===== src/rtl/sys_cmd_master.sv =====
`timescale 1ns/1ps
// sys_cmd_master: serializes host commands into UART frames and assembles the reply.
// Define SYS_CMD_TIMEOUT_EN to add the response timeout counter and TOUT state.
module sys_cmd_master #(
   parameter int D_Width   = 8,
   parameter int ALU_O_W   = D_Width*2,
   parameter int Addr_Size = 4,
   parameter int TO_W      = 16
) (
   input  logic                 CLK,
   input  logic                 RST,
   input  logic                 Cmd_Valid,
   output logic                 Cmd_Ready,
   input  logic [1:0]           Cmd_Op,
   input  logic [Addr_Size-1:0] Cmd_Addr,
   input  logic [D_Width-1:0]   Cmd_Data,
   input  logic [D_Width-1:0]   Cmd_OPA,
   input  logic [D_Width-1:0]   Cmd_OPB,
   input  logic [3:0]           Cmd_FUN,
   input  logic [TO_W-1:0]      Timeout_Lim,
   output logic [D_Width-1:0]   TX_P_DATA,
   output logic                 TX_D_VLD,
   input  logic                 TX_Busy,
   input  logic [D_Width-1:0]   RX_P_DATA,
   input  logic                 RX_D_VLD,
   output logic                 Rsp_Valid,
   output logic [ALU_O_W-1:0]   Rsp_Data,
   output logic                 Rsp_Timeout
);

   typedef enum logic [2:0] {
      S_IDLE, S_SEND, S_GAP, S_WAIT, S_DONE, S_TOUT
   } state_t;

   state_t               state;
   state_t               state_nxt;
   logic [1:0]           op_q;
   logic [Addr_Size-1:0] addr_q;
   logic [D_Width-1:0]   data_q;
   logic [D_Width-1:0]   opa_q;
   logic [D_Width-1:0]   opb_q;
   logic [3:0]           fun_q;
   logic [1:0]           idx_q;
   logic                 ridx_q;
   logic [ALU_O_W-1:0]   rsp_buf;
   logic [ALU_O_W-1:0]   buf_nxt;
   logic [1:0]           last_idx;
   logic                 rlast;
   logic [D_Width-1:0]   frame_byte;
   logic                 accept;
   logic                 xfer;
   logic                 tx_last;
   logic                 rx_take;

   assign accept  = (state == S_IDLE) && Cmd_Valid;
   assign xfer    = (state == S_SEND) && !TX_Busy;
   assign tx_last = (idx_q == last_idx);
   assign rx_take = (state == S_WAIT) && RX_D_VLD;

   always_comb begin
      last_idx = 2'd1;
      rlast    = 1'b1;
      case (op_q)
         2'b00:   last_idx = 2'd2;
         2'b01: begin
            last_idx = 2'd1;
            rlast    = 1'b0;
         end
         2'b10:   last_idx = 2'd3;
         default: last_idx = 2'd1;
      endcase
   end

   always_comb begin
      frame_byte = '0;
      case ({op_q, idx_q})
         4'b00_00: frame_byte = D_Width'(8'hAA);
         4'b00_01: frame_byte = D_Width'(addr_q);
         4'b00_10: frame_byte = data_q;
         4'b01_00: frame_byte = D_Width'(8'hBB);
         4'b01_01: frame_byte = D_Width'(addr_q);
         4'b10_00: frame_byte = D_Width'(8'hCC);
         4'b10_01: frame_byte = opa_q;
         4'b10_10: frame_byte = opb_q;
         4'b10_11: frame_byte = D_Width'(fun_q);
         4'b11_00: frame_byte = D_Width'(8'hDD);
         4'b11_01: frame_byte = D_Width'(fun_q);
         default:  frame_byte = '0;
      endcase
   end

   // Responses arrive LSB first; ridx_q selects the byte lane.
   always_comb begin
      buf_nxt = rsp_buf;
      if (rx_take) begin
         if (ridx_q)
            buf_nxt[2*D_Width-1:D_Width] = RX_P_DATA;
         else
            buf_nxt[D_Width-1:0] = RX_P_DATA;
      end
   end

`ifdef SYS_CMD_TIMEOUT_EN
   logic [TO_W-1:0] cnt;
   logic            tout_hit;

   assign tout_hit = (Timeout_Lim != '0) &&
                     (cnt == Timeout_Lim - TO_W'(1));

   always_ff @(posedge CLK or negedge RST) begin
      if (!RST)
         cnt <= '0;
      else if (state != S_WAIT || RX_D_VLD)
         cnt <= '0;
      else
         cnt <= cnt + TO_W'(1);
   end
`else
   logic unused_lim;
   assign unused_lim = ^Timeout_Lim;
`endif

   always_comb begin
      state_nxt = state;
      case (state)
         S_IDLE: if (Cmd_Valid) state_nxt = S_SEND;
         S_SEND: begin
            if (!TX_Busy) begin
               if (!tx_last)
                  state_nxt = S_GAP;
               else if (op_q == 2'b00)
                  state_nxt = S_DONE;
               else
                  state_nxt = S_WAIT;
            end
         end
         S_GAP: state_nxt = S_SEND;
         S_WAIT: begin
            if (RX_D_VLD) begin
               if (ridx_q == rlast) state_nxt = S_DONE;
            end
`ifdef SYS_CMD_TIMEOUT_EN
            else if (tout_hit) state_nxt = S_TOUT;
`endif
         end
         S_DONE:  state_nxt = S_IDLE;
         S_TOUT:  state_nxt = S_IDLE;
         default: state_nxt = S_IDLE;
      endcase
   end

   always_ff @(posedge CLK or negedge RST) begin
      if (!RST) begin
         state    <= S_IDLE;
         op_q     <= '0;
         addr_q   <= '0;
         data_q   <= '0;
         opa_q    <= '0;
         opb_q    <= '0;
         fun_q    <= '0;
         idx_q    <= '0;
         ridx_q   <= 1'b0;
         rsp_buf  <= '0;
         Rsp_Data <= '0;
      end else begin
         state <= state_nxt;
         if (accept) begin
            op_q    <= Cmd_Op;
            addr_q  <= Cmd_Addr;
            data_q  <= Cmd_Data;
            opa_q   <= Cmd_OPA;
            opb_q   <= Cmd_OPB;
            fun_q   <= Cmd_FUN;
            idx_q   <= '0;
            ridx_q  <= 1'b0;
            rsp_buf <= '0;
         end
         if (xfer && !tx_last) idx_q <= idx_q + 2'd1;
         if (rx_take) begin
            rsp_buf <= buf_nxt;
            ridx_q  <= ridx_q + 1'b1;
         end
         // Publish on completion only, so the last result holds meanwhile.
         if (state_nxt == S_DONE || state_nxt == S_TOUT)
            Rsp_Data <= buf_nxt;
      end
   end

   assign Cmd_Ready = (state == S_IDLE);
   assign TX_D_VLD  = (state == S_SEND);
   assign TX_P_DATA = TX_D_VLD ? frame_byte : '0;
   assign Rsp_Valid = (state == S_DONE);
`ifdef SYS_CMD_TIMEOUT_EN
   assign Rsp_Timeout = (state == S_TOUT);
`else
   assign Rsp_Timeout = 1'b0;
`endif

endmodule


===== config.mk =====
export PLATFORM = sky130hd
export DESIGN_NAME = sys_cmd_master
export DESIGN_NICKNAME = d
export VERILOG_FILES = /design/src/rtl/sys_cmd_master.sv
export SDC_FILE = /design/constraint.sdc
export NUM_CORES = 1
export LEC_CHECK = 0
export ABC_CLOCK_PERIOD_IN_PS = 2050
export CORE_MARGIN = 2
export CORE_UTILIZATION = 35
export DETAILED_ROUTE_END_ITERATION = 12
export SLEW_MARGIN = 20
export SYNTH_ARGS = -nofsm -noshare
export SYNTH_HDL_FRONTEND = slang
export SYNTH_SLANG_ARGS = --single-unit
export TNS_END_PERCENT = 10

===== constraint.sdc =====
create_clock -name CLK -period 2.05 [get_ports CLK]
set_clock_uncertainty 0.05 [all_clocks]
set_input_delay 0.41 -clock CLK [delete_from_list [all_inputs] [get_ports CLK]]
set_output_delay 0.41 -clock CLK [all_outputs]
set_load 0.02 [all_outputs]

==> run summary, run 1 <==
GLOBAL ROUTE
----------------------------------------------------------------------------------------------------
Initial antenna violation count                                                                    0
Number of global-route vias before repair                                                       2568
First-pass GRT wire length                                                                  12800 um
Maximum number of pins on one net before global-route repair                                      73
Tot GR Track Use                                                                               15.6%
Residual overflow from global routing                                                              0

FLOORPLANNING
----------------------------------------------------------------------------------------------------
IO Count                                                                                          91
FP Rows                                                                                           36
Die extent in y                                                                               103 um
Core region area                                                                        0.00964 sq mm
Die Area                                                                                0.0106 sq mm
Effective utilization at floorplan                                                             35.7%
Die width                                                                                     103 um

SYNTHESIS
----------------------------------------------------------------------------------------------------
Area fraction of the dominant cell type after synthesis                                        52.3%
Sequential element share of the synthesized area                                               52.3%
Netlist area before placement                                                           0.00344 sq mm
Number of unique standard cell types used by synthesis                                            46
Number of enable-type register cells in the synthesized netlist                                    0
Share of synthesized registers carrying an async set or reset                                   100%
Synth top area cells                                                                    sky130_fd_sc_hd__dfrtp_1 52%, sky130_fd_sc_hd__mux2_2 18%, sky130_fd_sc_hd__a22o_1 4.8%
Synthesis Warnings                                                                                 0
Gate count after technology mapping                                                              262
Biggest area consumer among synthesized cells                                           sky130_fd_sc_hd__dfrtp_1
Syn Area/Cell                                                                             13.1 sq um
Synth Flop Type                                                                         sky130_fd_sc_hd__dfrtp_1
Post-synthesis net count                                                                         329
Synth Register Bits                                                                               72

CLOCK NETWORK
----------------------------------------------------------------------------------------------------
Clock-pin slew reported for the worst setup and hold paths after clock tree synthesis          70 ps
Clock insertion delay at the later pin of the skew report                                     340 ps
Count of H-tree levels built during CTS                                                            3
TritonCTS clock tree                                                                           built
Number of sinks on the clock net                                                                  72
Clock root buffer                                                                       sky130_fd_sc_hd__clkbuf_8
Number of buffers created by CTS                                                                   9
Clock tree buffer depth                                                                            2

OUTCOME
----------------------------------------------------------------------------------------------------
Outcome                                                                                 finished with violations
Violations in the final reports                                                         setup timing

CRITICAL PATH
----------------------------------------------------------------------------------------------------
Worst setup path class                                                                    reg -> out
Slack of the worst reg-to-reg path                                                            130 ps
Setup crit end kind                                                                      output port
End of the worst register-to-register path                                              Rsp_Data[3]$_DFFE_PN0P_
Origin of the critical flop-to-flop path                                                op_q[1]$_DFFE_PN0P_
Crit-path max FO                                                                                  11
Kind of start point of the critical path                                                    register
Worst EP required                                                                            1590 ps
WP data arrival                                                                              1890 ps
Reg2reg path depth                                                                                 7

PWR
----------------------------------------------------------------------------------------------------
Largest voltage drop on the vdd net                                                         0.489 mV
Power per cell area                                                                     1340 mW/mm^2
Total power after layout                                                                     6.58 mW
Standby leakage power                                                                        2.15 nW

DETAILED ROUTING
----------------------------------------------------------------------------------------------------
Wirelength per Cell                                                                          15.4 um
Post-route DRC violation count                                                                     0
Antenna viol nets, final                                                                           0
Routed via count                                                                                2454
Via-to-Cell Ratio                                                                               4.81
Wire length reported by the detailed router                                                  7850 um
First drt pass iteration count                                                                     4
Violation count after the first detailed-routing iteration                                        58

FINISH
----------------------------------------------------------------------------------------------------
Number of nets in the final layout                                                               441
Synthesis-to-finish area growth                                                                42.2%
Post-layout instance count excluding filler cells                                                510
Total of fill cells in the finished design                                                       881
Antenna Diode Count                                                                                0
Cell area after layout                                                                  0.00489 sq mm
Fraction of layout instances using a drive strength above 1                                    40.8%
Top library cells by usage in the layout, fill and taps aside                           70 x sky130_fd_sc_hd__dfrtp_1, 61 x sky130_fd_sc_hd__clkdlybuf4s50_1, 56 x sky130_fd_sc_hd__mux2_2
Combined flip-flop and latch cell area                                                  0.00180 sq mm
Multi-input gate area in the final layout                                               0.00162 sq mm
Leading cell type in the layout, fill and taps excluded                                 sky130_fd_sc_hd__dfrtp_1

FLOW RUN
----------------------------------------------------------------------------------------------------
Max-cap violations                                                                                 0

TIMING
----------------------------------------------------------------------------------------------------
Setup Viol. Count Final                                                                            8
Slew Limit Fails                                                                                   0
Minimum clock period after layout                                                            2350 ps
Setup repair after global routing missed its margin                                             true
Total negative setup slack                                                                  -2250 ps
Crit share post-route                                                                           115%
Highest Clock Rate                                                                           425 MHz
Min setup slack post-route                                                                   -301 ps
Fin. Hold Viols                                                                                    0

MIN PATH
----------------------------------------------------------------------------------------------------
Type of the tightest min-delay check                                                     in -> async

PLACE
----------------------------------------------------------------------------------------------------
Final Wtd Congestion                                                                           0.789
Minimum setup slack after placement                                                          -432 ps
Number of buffers inserted by port buffering                                                      73
Post-placement cell count                                                                        495
DPL Wire Length                                                                              5600 um
Cell area after placement                                                               0.00463 sq mm

-- power breakdown --
part | total (mW) | switching, mW | internal (mW) | leakage, nW
registers | 2.37 | 0.375 | 2.00 | 0.915
clock network | 0.961 | 0.509 | 0.452 | 0.0838
logic | 3.24 | 1.43 | 1.81 | 1.15
total | 6.58 | 2.32 | 4.26 | 2.15
-- logic make-up after synthesis --
| kind of cell | Yosys count | synth area share, % |
|---|---|---|
| AND/OR/NAND/NOR | 40 | 7.23 |
| XOR/XNOR | 2 | 0.509 |
| flip-flops | 72 | 52.3 |
| multiplexers | 70 | 23.0 |
| buffers and inverters | 21 | 3.85 |
| other | 1 | 0.109 |
| AO/OA/AOI/OAI | 52 | 11.5 |
| adder cells (fa/ha/maj) | 4 | 1.45 |
-- registers in the layout (all words and copies together), names as in the netlist --
| register | flops |
|---|---|
| fun_q | 4 |
| state | 3 |
| rsp_buf | 16 |
| ridx_q | 1 |
| idx_q | 2 |
| data_q | 8 |
| addr_q | 4 |
| opb_q | 8 |
| op_q | 2 |
| Rsp_Data | 16 |
| opa_q | 8 |
-- critical path, stage by stage, from the launching register on --
cell and delay (ps):
sky130_fd_sc_hd__dfrtp_2 450, sky130_fd_sc_hd__inv_2 100, sky130_fd_sc_hd__ha_2 220, sky130_fd_sc_hd__buf_8 150, sky130_fd_sc_hd__a22oi_1 70, sky130_fd_sc_hd__o2bb2ai_1 190
sky130_fd_sc_hd__a21oi_1 90, sky130_fd_sc_hd__nor2_1 120, sky130_fd_sc_hd__buf_4 160
-- metal layers --
metal | part of all wire, % | global-route usage [%] | routed length, um | vias up
li1 | - | - | - | 1182
met1 | 47 | 21.3 | 3710 | 1222
met2 | 48 | 24.9 | 3740 | 41
met3 | 3.4 | 3.02 | 270 | 9
met4 | 1.6 | 5.77 | 128 | 0
met5 | 0 | 0 | 0 | -
-- final cells by class --
type / instances / area share, %
Multi-Input combinational cell: 169 / 33.2
Tap cell: 133 / 3.40
Clock buffer: 10 / 2.81
Clock inverter: 4 / 0.460
Timing Repair Buffer: 115 / 22.7
Inverter: 7 / 0.537
Sequential cell: 72 / 36.9
-- how the worst max path moves through the flow --
stage,startpoint,to,slack (ps)
floorplan,idx_q[0]$_DFFE_PN0P_,TX_P_DATA[1],-70
global placement,idx_q[1]$_DFFE_PN0P_,TX_P_DATA[2],-430
detailed placement,idx_q[0]$_DFFE_PN0P_,TX_P_DATA[6],-430
CTS,idx_q[1]$_DFFE_PN0P_,TX_P_DATA[0],-300
global route,idx_q[1]$_DFFE_PN0P_,TX_P_DATA[0],-360
finish,idx_q[1]$_DFFE_PN0P_,TX_P_DATA[7],-300
-- synthesized netlist by cell type, types with 2 or more instances --
master	number
sky130_fd_sc_hd__mux2_1	12
sky130_fd_sc_hd__dfrtp_1	72
sky130_fd_sc_hd__nor2_2	2
sky130_fd_sc_hd__nor2_4	2
sky130_fd_sc_hd__nand2b_1	3
sky130_fd_sc_hd__buf_4	4
sky130_fd_sc_hd__o21ai_0	5
sky130_fd_sc_hd__a32oi_1	2
sky130_fd_sc_hd__nor2_1	9
sky130_fd_sc_hd__a22oi_1	4
sky130_fd_sc_hd__nor2b_1	5
sky130_fd_sc_hd__nand2_1	10
sky130_fd_sc_hd__a31oi_1	3
sky130_fd_sc_hd__buf_6	5
sky130_fd_sc_hd__mux2_2	56
sky130_fd_sc_hd__clkbuf_1	4
sky130_fd_sc_hd__inv_1	7
sky130_fd_sc_hd__a22o_1	19
sky130_fd_sc_hd__a21oi_1	8
sky130_fd_sc_hd__ha_1	4
-- repair_timing --
| item | CTS | global route |
|---|---|---|
| hold buffers | 0 | 0 |
| gates cloned | 0 | 0 |
| pin swaps | 6 | 1 |
| setup endpoints to repair | 26 | 24 |
| buffers inserted | 2 | 0 |
| gates resized for setup | 59 | 19 |
-- through the flow --
step	hold WS [ps]	util [%]
after floorplan	64.4	-
after global placement	418	48.0
after detailed placement	423	48.0
after CTS	52.5	50.1
after global routing	43.8	50.8
final	37.5	50.8
Note: power is estimated with default switching activity, not from simulation.
==> run 2: changes to the inputs <==
ABC_CLOCK_PERIOD_IN_PS = 1900   (was 2050)
CTS_CLUSTER_DIAMETER = 50   (was unset)
SETUP_SLACK_MARGIN = 0.02   (was unset)
clock period = 1.9 ns   (was 2.05 ns; I/O delays follow)
==> run 2 against run 1 <==
The run still ends with setup timing left. Non-clock buffer count up 2. Highest routed layer unchanged. Largest power group unchanged. Global-route usage up 0.80 points. Routed wire length grew 1.3%. Die area is the same. Via count is 1.8% higher. Critical path type unchanged. Core utilization grew 1.2 points. Design area is 2.4% higher. Register-to-register slack got worse by 140 ps. Critical path depth shrank 1. Combinational power is 14% higher. First-iteration DRC count increased by 6.9%. Power grew 12%.
==> run summary, run 2 (synthesis results as in run 1) <==
DETAILED ROUTING
----------------------------------------------------------------------------------------------------
Routed via count                                                                                2499   was 2454
Wirelength per Cell                                                                          15.5 um   was 15.4 um
Wire length reported by the detailed router                                                  7950 um   was 7850 um
Violation count after the first detailed-routing iteration                                        62   was 58
First drt pass iteration count                                                                     4   unchanged
Antenna viol nets, final                                                                           0   unchanged
Via-to-Cell Ratio                                                                               4.86   was 4.81
Post-route DRC violation count                                                                     0   unchanged

PLACE
----------------------------------------------------------------------------------------------------
Number of buffers inserted by port buffering                                                      73   unchanged
Minimum setup slack after placement                                                          -604 ps   was -432 ps
DPL Wire Length                                                                              5700 um   was 5600 um
Cell area after placement                                                               0.00467 sq mm   was 0.00463 sq mm
Final Wtd Congestion                                                                           0.796   was 0.789

GLOBAL ROUTE
----------------------------------------------------------------------------------------------------
Tot GR Track Use                                                                               16.4%   was 15.6%
Residual overflow from global routing                                                              0   unchanged
Initial antenna violation count                                                                    0   unchanged
First-pass GRT wire length                                                                  13200 um   was 12800 um
Number of global-route vias before repair                                                       2622   was 2568
Maximum number of pins on one net before global-route repair                                      73   unchanged

TIMING
----------------------------------------------------------------------------------------------------
Minimum clock period after layout                                                            2370 ps
Setup repair after global routing missed its margin                                             true   unchanged
Highest Clock Rate                                                                           423 MHz
Min Hold Slack                                                                               4.21 ps   was 37.5 ps
Setup Viol. Count Final                                                                           10   was 8
Slew Limit Fails                                                                                   0   unchanged
Fin. Hold Viols                                                                                    0   unchanged
Crit share post-route                                                                           125%
Min setup slack post-route                                                                   -466 ps   was -301 ps

FINISH
----------------------------------------------------------------------------------------------------
Number of nets in the final layout                                                               443   was 441
Top flop regs                                                                           Rsp_Data x16, rsp_buf x16   unchanged
Leading cell type in the layout, fill and taps excluded                                 sky130_fd_sc_hd__dfrtp_1   unchanged
Synthesis-to-finish area growth                                                                45.6%   was 42.2%
Total of fill cells in the finished design                                                       898   was 881
Top library cells by usage in the layout, fill and taps aside                           68 x sky130_fd_sc_hd__dfrtp_1, 61 x sky130_fd_sc_hd__clkdlybuf4s50_1, 53 x sky130_fd_sc_hd__mux2_2   was 70 x sky130_fd_sc_hd__dfrtp_1, 61 x sky130_fd_sc_hd__clkdlybuf4s50_1, 56 x sky130_fd_sc_hd__mux2_2
Fraction of layout instances using a drive strength above 1                                    44.9%   was 40.8%
Cell area after layout                                                                  0.00501 sq mm   was 0.00489 sq mm
Antenna Diode Count                                                                                0   unchanged

CRITICAL PATH
----------------------------------------------------------------------------------------------------
Largest stage delay on the critical path                                                      450 ps   about the same
Buffering stage count on the worst path with inverters included                                    2   was 3
WP data arrival                                                                              1940 ps   was 1890 ps
Worst EP required                                                                            1470 ps   was 1590 ps
Crit-path max FO                                                                                   4   was 11
Setup crit end kind                                                                      output port   unchanged
Cell family with the largest share of critical-path delay                                 flip-flops   unchanged
Slowest-stage cell, CP                                                                  sky130_fd_sc_hd__dfrtp_2   unchanged
Critical path, cell by cell                                                             buf_6, ha_4, mux2i_1, nor2_2, a222oi_1, a21oi_2, buf_4   was inv_2, ha_2, buf_8, a22oi_1, o2bb2ai_1, a21oi_1, nor2_1, buf_4
Worst setup path class                                                                    reg -> out   unchanged
Slack of the worst reg-to-reg path                                                            -10 ps   was 130 ps
Kind of start point of the critical path                                                    register   unchanged

CLOCK NETWORK
----------------------------------------------------------------------------------------------------
Clock insertion delay at the later pin of the skew report                                     350 ps   was 340 ps
Number of buffers created by CTS                                                                   9   unchanged
TritonCTS clock tree                                                                           built   unchanged
Clock root buffer                                                                       sky130_fd_sc_hd__clkbuf_8   unchanged
Clock tree buffer depth                                                                            2   unchanged
Number of sinks on the clock net                                                                  72   unchanged
Count of H-tree levels built during CTS                                                            3   unchanged
Clock-pin slew reported for the worst setup and hold paths after clock tree synthesis          70 ps   about the same

PWR
----------------------------------------------------------------------------------------------------
Standby leakage power                                                                        2.17 nW   was 2.15 nW
Largest voltage drop on the vdd net                                                         0.625 mV   was 0.489 mV
Power per cell area                                                                     1470 mW/mm^2   was 1340 mW/mm^2

FLOORPLANNING
----------------------------------------------------------------------------------------------------
FP Rows                                                                                           36   unchanged
Die width                                                                                     103 um   unchanged
Die extent in y                                                                               103 um   unchanged
Effective utilization at floorplan                                                             35.7%   unchanged
Core region area                                                                        0.00964 sq mm   unchanged
IO Count                                                                                          91   unchanged
Die Area                                                                                0.0106 sq mm   unchanged

OUTCOME
----------------------------------------------------------------------------------------------------
Violations in the final reports                                                         setup timing   unchanged
Outcome                                                                                 finished with violations   unchanged

FLOW RUN
----------------------------------------------------------------------------------------------------
Max-cap violations                                                                                 0   unchanged

MIN PATH
----------------------------------------------------------------------------------------------------
Type of the tightest min-delay check                                                     in -> async   unchanged

-- run 2: cell types whose count changed in the layout (fill, tap and decap cells not counted), moves of 3 or more --
| cell | change |
|---|---|
| sky130_fd_sc_hd__buf_6 | +8 |
| sky130_fd_sc_hd__mux2_4 | +11 |
| sky130_fd_sc_hd__nor2_2 | +3 |
| sky130_fd_sc_hd__mux2_1 | -8 |
| sky130_fd_sc_hd__mux2_2 | -3 |
| sky130_fd_sc_hd__buf_4 | -6 |
-- run 2: repair_timing --
action                                  in CTS  in global routing
setup buffers                                1                  1
hold buffers                                 0                  0
endpoints found under the setup margin      27                 41
endpoints found under the hold margin        0                  0
gates resized for setup                     89                 12
pin swaps                                    6                  3
-- run 2: routing by layer --
metal	vias up	track usage (%)	part of all wire [%]
met5	-	0	0
met4	0	6.68	1.3
met3	8	3.29	3.1
met2	38	25.0	48
met1	1262	23.1	48
li1	1191	-	-
-- run 2: cell type report --
cell class	instances	area, sq um	area share [%]
clock inverters	6	35.0	0.699
well taps	133	166	3.32
inverters	7	28.8	0.574
clock buffers	10	138	2.75
flip-flops and latches	72	1810	36.1
multi-input cells	169	1680	33.5
repair buffers	117	1160	23.1
-- run 2: path summary, 6_finish.rpt --
check                                       start                      end  depth (start not counted)
max reg2reg                  idx_q[0]$_DFFE_PN0P_  Rsp_Data[3]$_DFFE_PN0P_                          8
min reg2reg                rsp_buf[1]$_DFFE_PN0P_   rsp_buf[1]$_DFFE_PN0P_                          1
max in group asynchronous                     RST     idx_q[0]$_DFFE_PN0P_                          2
min in group CLK           rsp_buf[1]$_DFFE_PN0P_   rsp_buf[1]$_DFFE_PN0P_                          1
max                          idx_q[1]$_DFFE_PN0P_             TX_P_DATA[0]                          7
min                                           RST     fun_q[0]$_DFFE_PN0P_                          2
-- run 2: power by group --
part	switching, mW	total (mW)	internal (mW)
combinational	1.60	3.70	2.10
sequential	0.413	2.57	2.16
clock	0.578	1.08	0.500
total	2.59	7.35	4.76
-- run 2: per-stage QoR --
step	setup TNS, ps	cells	util, %	power (mW)
2_1_floorplan	-4080	262	-	4.58
3_3_place_gp	-8420	496	48.4	5.96
3_5_place_dp	-8990	496	48.4	6.04
4_1_cts	-3780	513	51.6	7.35
5_1_grt	-5430	514	52.0	7.86
6_report	-3320	514	52.0	7.35
